[src/rtl/posit_result_wb.sv]
// ---------------------------------------------------------------------------
// posit_result_wb
//
// Writeback buffer that sits after the posit sign-injection unit and the
// other PPU result producers. Results enter over a valid/ready handshake,
// are classified on entry (NaR, zero, negative, positive), are held in a
// small circular FIFO, and are offered in order to the core writeback port
// over a second valid/ready handshake.
//
// Parameters
//   N      posit width in bits
//   TAG_W  destination register tag width
//   DEPTH  FIFO entries (power of two, at least 2)
//
// Ports
//   clk_i         clock, all state updates on the rising edge
//   rst_ni        synchronous active-low reset
//   flush_i       synchronous clear of all buffered entries
//   in_valid_i    upstream result valid
//   in_ready_o    buffer can accept a result this cycle
//   in_result_i   posit result from the producing unit
//   in_tag_i      destination register tag
//   out_valid_o   head entry valid
//   out_ready_i   writeback port accepts the head entry
//   out_result_o  head entry posit (0 when out_valid_o is low)
//   out_tag_o     head entry tag (0 when out_valid_o is low)
//   out_class_o   head entry one-hot class {nar, zero, neg, pos}
//   count_o       number of occupied entries
// ---------------------------------------------------------------------------
module posit_result_wb #(
  parameter int N     = 32,
  parameter int TAG_W = 5,
  parameter int DEPTH = 2
) (
  input  logic                     clk_i,
  input  logic                     rst_ni,
  input  logic                     flush_i,
  input  logic                     in_valid_i,
  output logic                     in_ready_o,
  input  logic [N-1:0]             in_result_i,
  input  logic [TAG_W-1:0]         in_tag_i,
  output logic                     out_valid_o,
  input  logic                     out_ready_i,
  output logic [N-1:0]             out_result_o,
  output logic [TAG_W-1:0]         out_tag_o,
  output logic [3:0]               out_class_o,
  output logic [$clog2(DEPTH):0]   count_o
);

  localparam int PTR_W = $clog2(DEPTH);
  localparam int CNT_W = PTR_W + 1;
  localparam logic [CNT_W-1:0] FULL_CNT = CNT_W'(DEPTH);

  // Payload storage is deliberately left without a reset: only the
  // pointers and the occupancy counter decide what is visible.
  logic [N-1:0]     result_q [DEPTH];
  logic [TAG_W-1:0] tag_q    [DEPTH];
  logic [3:0]       class_q  [DEPTH];

  logic [PTR_W-1:0] wr_ptr_q, wr_ptr_d;
  logic [PTR_W-1:0] rd_ptr_q, rd_ptr_d;
  logic [CNT_W-1:0] count_q, count_d;

  logic             push, pop;
  logic             is_zero, is_nar, is_neg, is_pos;
  logic [3:0]       in_class;

  // Classification of the incoming posit. NaR is the single pattern with
  // only the MSB set; every other pattern with the MSB set is negative.
  assign is_zero  = ~|in_result_i;
  assign is_nar   = in_result_i[N-1] & ~|in_result_i[N-2:0];
  assign is_neg   = in_result_i[N-1] & ~is_nar;
  assign is_pos   = ~in_result_i[N-1] & ~is_zero;
  assign in_class = {is_nar, is_zero, is_neg, is_pos};

  // Readiness only looks at occupancy, never at out_ready_i, so a full
  // buffer refuses a push even when the head is leaving this cycle.
  assign in_ready_o  = (count_q < FULL_CNT) & rst_ni;
  assign out_valid_o = (count_q != '0);
  assign count_o     = count_q;

  assign push = in_valid_i & in_ready_o;
  assign pop  = out_valid_o & out_ready_i;

  // Head entry is gated to zero while the buffer is empty so stale payload
  // never leaks onto the writeback port.
  assign out_result_o = out_valid_o ? result_q[rd_ptr_q] : '0;
  assign out_tag_o    = out_valid_o ? tag_q[rd_ptr_q]    : '0;
  assign out_class_o  = out_valid_o ? class_q[rd_ptr_q]  : '0;

  // Next-state for pointers and occupancy. Pointers are PTR_W bits wide and
  // DEPTH is a power of two, so natural overflow gives the modulo wrap.
  always_comb begin
    wr_ptr_d = wr_ptr_q;
    rd_ptr_d = rd_ptr_q;
    count_d  = count_q;
    if (push) begin
      wr_ptr_d = wr_ptr_q + PTR_W'(1);
    end
    if (pop) begin
      rd_ptr_d = rd_ptr_q + PTR_W'(1);
    end
    unique case ({push, pop})
      2'b10:   count_d = count_q + CNT_W'(1);
      2'b01:   count_d = count_q - CNT_W'(1);
      default: count_d = count_q;
    endcase
  end

  // Control state. Reset outranks flush, and flush outranks any push or pop
  // presented in the same cycle.
  always_ff @(posedge clk_i) begin
    if (!rst_ni) begin
      wr_ptr_q <= '0;
      rd_ptr_q <= '0;
      count_q  <= '0;
    end else if (flush_i) begin
      wr_ptr_q <= '0;
      rd_ptr_q <= '0;
      count_q  <= '0;
    end else begin
      wr_ptr_q <= wr_ptr_d;
      rd_ptr_q <= rd_ptr_d;
      count_q  <= count_d;
    end
  end

  // Payload write. A push that coincides with a flush is dropped, so its
  // data is not written either.
  always_ff @(posedge clk_i) begin
    if (push && !flush_i) begin
      result_q[wr_ptr_q] <= in_result_i;
      tag_q[wr_ptr_q]    <= in_tag_i;
      class_q[wr_ptr_q]  <= in_class;
    end
  end

endmodule
[config.mk]
export PLATFORM = sky130hd
export DESIGN_NAME = posit_result_wb
export DESIGN_NICKNAME = d
export VERILOG_FILES = /design/src/rtl/posit_result_wb.sv
export SDC_FILE = /design/constraint.sdc
export NUM_CORES = 1
export LEC_CHECK = 0
export ABC_AREA = 1
export CORE_ASPECT_RATIO = 0.9
export CORE_MARGIN = 5
export CORE_UTILIZATION = 45
export DETAILED_ROUTE_END_ITERATION = 16
export PLACE_DENSITY_LB_ADDON = 0.15
export RECOVER_POWER = 50
export SYNTH_ARGS = -nofsm -noshare
export SYNTH_HDL_FRONTEND = slang
export SYNTH_SLANG_ARGS = --single-unit
[constraint.sdc]
create_clock -name clk_i -period 12.7 [get_ports clk_i]
set_input_delay 1.905 -clock clk_i [delete_from_list [all_inputs] [get_ports clk_i]]
set_output_delay 1.905 -clock clk_i [all_outputs]
set_load 0.02 [all_outputs]
Yosys cells after proc, flatten, opt, wreduce, memory -nomap -nowiden
Memory sizes are Yosys's and may differ from the RTL's. A register that Yosys moved wholly into a read port is not among the register bits. Cells that the tools add are included.

Memory bits (writable): 82. Input bits: 42. Bits in latches: 0. Bits in registers: 4. Output and inout bits: 45. Bits in read-only memories: 0. Memories kept: 3.

Memory list: result_q (words 2, width 32, rd ports 1, clocked after Yosys merged registers in 1, write ports 1, RTL line 56) `logic [N-1:0] result_q [DEPTH];`; tag_q (words 2, width 5, rd ports 1, clocked after Yosys merged registers in 1, write ports 1, RTL line 57) `logic [TAG_W-1:0] tag_q [DEPTH];`; class_q (words 2, width 4, rd ports 1, clocked after Yosys merged registers in 1, write ports 1, RTL line 58) `logic [3:0] class_q [DEPTH];`.

Bitwise logic cells: 9. Eq/ne operators: 2. Shift operators: 0. Mux-type cells: 12. Reduce and logical (&&, ||, !) cells: 9. Multipliers: 0. $lt $le $gt $ge: 1. $add $sub $neg: 4. Div/mod/pow operators: 0.

Operators with widths (number): 2-to-1 mux 32 bit (1); OR reduction 32 bit (1); OR reduction 31 bit (1); 2-to-1 mux 1 bit (8); bitwise AND 1 bit (6); 2-to-1 mux 5 bit (1); 2-to-1 mux 4 bit (1); one-hot mux 2 bit (2 select lines) (1); nonzero test 2 bit (2); logical NOT 1 bit (3); NOT 1 bit (3); adder 1 bit, second input constant (2); adder 2 x 1 -> 2 bit, second input constant (1); equality test 2 x 1 -> 1 bit, second input constant (1); equality test 2 bit, second input constant (1); < comparator 2 bit, second input constant (1); OR reduction 2 bit (1); subtractor 2 x 1 -> 2 bit, second input constant (1); logical AND 1 bit (1).

Depth between registers and ports, before layout
Depth after elaboration: 6. Mapped depth: 9. Mapped depth without buffers: 9.

Least setup slack after synthesis
No wires, ideal clock.

Kind: in2reg. Start: input rst_ni. End: memory class_q[0][0] (enable). Path buffers: 0. Arrival time: 5126 ps. Stages on the path: 4. Path slack: 7084 ps. Path through: inv_1 > nor2_2 > nand2_2 > nor3_1.

Cells in the longest elaborated chain, start to end: 5.

Ends and longest elaborated chain: from (decl) (RTL line 36) `input logic rst_ni,`; bitwise AND 1 bit (RTL line 78) `assign in_ready_o = (count_q < FULL_CNT) & rst_ni;`; via in_ready_o (RTL line 39) `output logic in_ready_o,`; bitwise AND 1 bit (RTL line 82) `assign push = in_valid_i & in_ready_o;`; logical AND 1 bit (RTL line 131) `if (push && !flush_i) begin`; 2-to-1 mux 1 bit (RTL line 131); 2-to-1 mux 1 bit (not written as such) (RTL line 134) `class_q[wr_ptr_q] <= in_class;`; to (decl) (RTL line 58).

The timed path passes the listed nets, and every way through them passes these cells.

Final worst setup path
Start: input rst_ni. End: output in_ready_o.

Cells in the longest elaborated chain, start to end: 1.

Ends and longest elaborated chain (RTL line): bitwise AND 1 bit (78); to (decl) (39).

Every way passes these cells.

==> flow_summary.ini <==
[outcome]
status = complete, no violations

[clocking]
cts_root_buf = clkbuf_8
cts_buffers = 9
cts_resized = 0
cts_tree = done
cts_setup_buffers = 0
clock_latency_ns = 0.35
clk_pin_slew_ns = 0.09
htree_levels = 3
clkSinkCount = 87
holdBufCountCts = 0
clk_path_buf_depth = 2

[placed_design]
place.gp.congestion = 0.727
place_area_um2 = 4390
pre_cts_ws_ns = 7.65
hpwl_um = 4510
numPortBuffers = 86

[floorplanning]
core-area_um2 = 7510
initial_core_util_pct = 46.1
io_pins = 87
die-area_um2 = 9540
die_h_um = 93.2
core.rowCount = 30
fp.dieW_um = 102

[route]
wl_um = 7120
first_pass_iters = 4
viasPerCell = 4.92
ant_nets = 0
drt-wirelength-per-cell_um = 15.0
num_vias = 2340
post-route-drc-count = 0
drt-initial-drc-count = 113

[worst_setup_path]
worstPathArrival_ns = 3.22
crit_required_ns = 10.80
path_class = in -> out
r2r_start = count_o[1]
cp-end-kind = output port
slowest_stage = clkdlybuf4s50_1
startpoint_type = primary input
cp-startpoint = rst_ni
crit_chain = dlygate4sd3_1 > inv_1 > nor2_1 > clkdlybuf4s50_1
crit_fanout = 2
critPathMaxStageDelay_ns = 0.62

[cells_and_area]
nets = 418
areaGrowthSynthToFinish_pct = 32.9
drive_gt1_share_pct = 6.05
diodes = 0
final_util_pct = 61.2
design_area_um2 = 4590

[timing]
hold_viol = 0
worst_pin_slew_ns = 1.09
slew_headroom_pct = 27.1
rsz0062_at_grt = no
setup_viol = 0
slew_viol_final = 0
fmax_mhz = 195
tns_ns = 0
finalWorstSetupSlack_ns = 7.58
fin_crit_sh_pct = 40.3
fin_skew_ns = 0.0106
min_period_ns = 5.12

[logic_synthesis]
ys_warn_count = 0
synth_seq_area_share_pct = 74.1
avgSynthCellArea_um2 = 12.0
netlist_instances = 287
synth-seq-cells = 87
yosysTopAreaCellShare_pct = 71.2
syn-num-nets = 330
yosys.area.top_type = edfxtp_1
synth_area_leaders = edfxtp_1, nand2_1, a21oi_1
syn_area_um2 = 3460
synth.distinct_cells = 17

[global_route]
grt_max_degree = 44
antenna_found_initial = 1
grt_pass1_vias = 2466
overflow = 0
grt_usage_pct = 15.9
grt_pass1_wl_um = 11500

[power_and_ir_drop]
total_power_uw = 577
ir_drop_mv = 0.0793
powerDensity_nw_per_um2 = 126
p_leak_uw = 0.00159

[min_path]
worstHoldStart = rd_ptr_q
min_path_type = reg -> reg

[flow_run]
maxCapViolations = 0
[cells by family (layout without fill, tap and decap cells)]
| logic type | after synthesis | after routing | synth area share, % |
|---|---|---|---|
| buf+inv | 21 | 114 | 3.47 |
| compound gates | 48 | 48 | 6.95 |
| fa+ha+maj | 1 | 1 | 0.362 |
| flops | 87 | 87 | 74.1 |
| simple gates | 130 | 130 | 15.1 |
[worst paths after layout]
kind                 to  slack (ns)  cells past startpoint
max          in_ready_o        7.58                      4
min           flip-flop        0.47                      1
max reg2reg  count_o[1]       10.56                      7
min reg2reg   flip-flop        0.47                      1
[where the power goes]
part	leakage, uW	internal (uW)	total (uW)	switching [uW]
Combinational	0.000687	20.6	44.3	23.7
Clock	0.000116	113	212	98.5
Sequential	0.000786	319	321	2.02
[per-stage QoR]
step                      hold WS [ns]  std cells
after floorplan                  0.431        287
after global placement           0.438        460
after detailed placement         0.456        460
after CTS                        0.473        476
after global routing             0.506        476
final                            0.466        476
[layout make-up]
class | count | area, um2
fillers | 609 | 2910
well taps | 96 | 120
flip-flops and latches | 87 | 2560
clock buffers | 9 | 124
multi-input cells | 179 | 769
inverters | 8 | 30.0
repair buffers | 90 | 883
clock inverters | 7 | 103
[placed cells by master (no fill, tap or decap), types with 2 or more instances in the layout]
cell	netlist	layout
a21oi_1	45	45
buf_4	0	2
bufinv_16	0	2
clkbuf_1	0	2
clkbuf_8	0	9
clkdlybuf4s50_1	0	47
dfxtp_1	5	4
dlygate4sd3_1	0	39
edfxtp_1	82	82
inv_1	7	7
inv_6	0	2
nand2_1	95	96
nor2_1	26	27
nor2_4	2	2
nor3_1	4	4
o21ai_0	1	2
[metal layers]
metal | track usage, % | routed length, um | part of all wire [%] | vias to the layer above
li1 | - | - | - | 1166
met2 | 28.0 | 3680 | 52 | 61
met5 | 0 | 7 | 0.098 | -
met3 | 5.00 | 430 | 6.0 | 10
met4 | 4.59 | 66 | 0.93 | 2
met1 | 18.4 | 2940 | 41 | 1101
[critical path, delay by kind of cell]
family	cells	cell delay, ns
simple gates	1	0.13
buf+inv	3	1.19
[flip-flops by register name (all words and copies together), names as in the netlist, named ones only]
register and cells:
wr_ptr_q 1, count_o 2, tag_q 10, result_q 64
class_q 8, rd_ptr_q 1
[cells in the mapped netlist]
library cell	count
buf_2	9
dfxtp_1	5
nand2_1	95
o21ai_1	2
nor2_2	1
a21oi_1	45
edfxtp_1	82
nor2_1	26
ha_1	1
buf_6	4
o21ai_0	1
nor3b_2	1
nor2_4	2
inv_2	1
nand2_2	1
nor3_1	4
inv_1	7
Power figures use the tool's default switching activity.
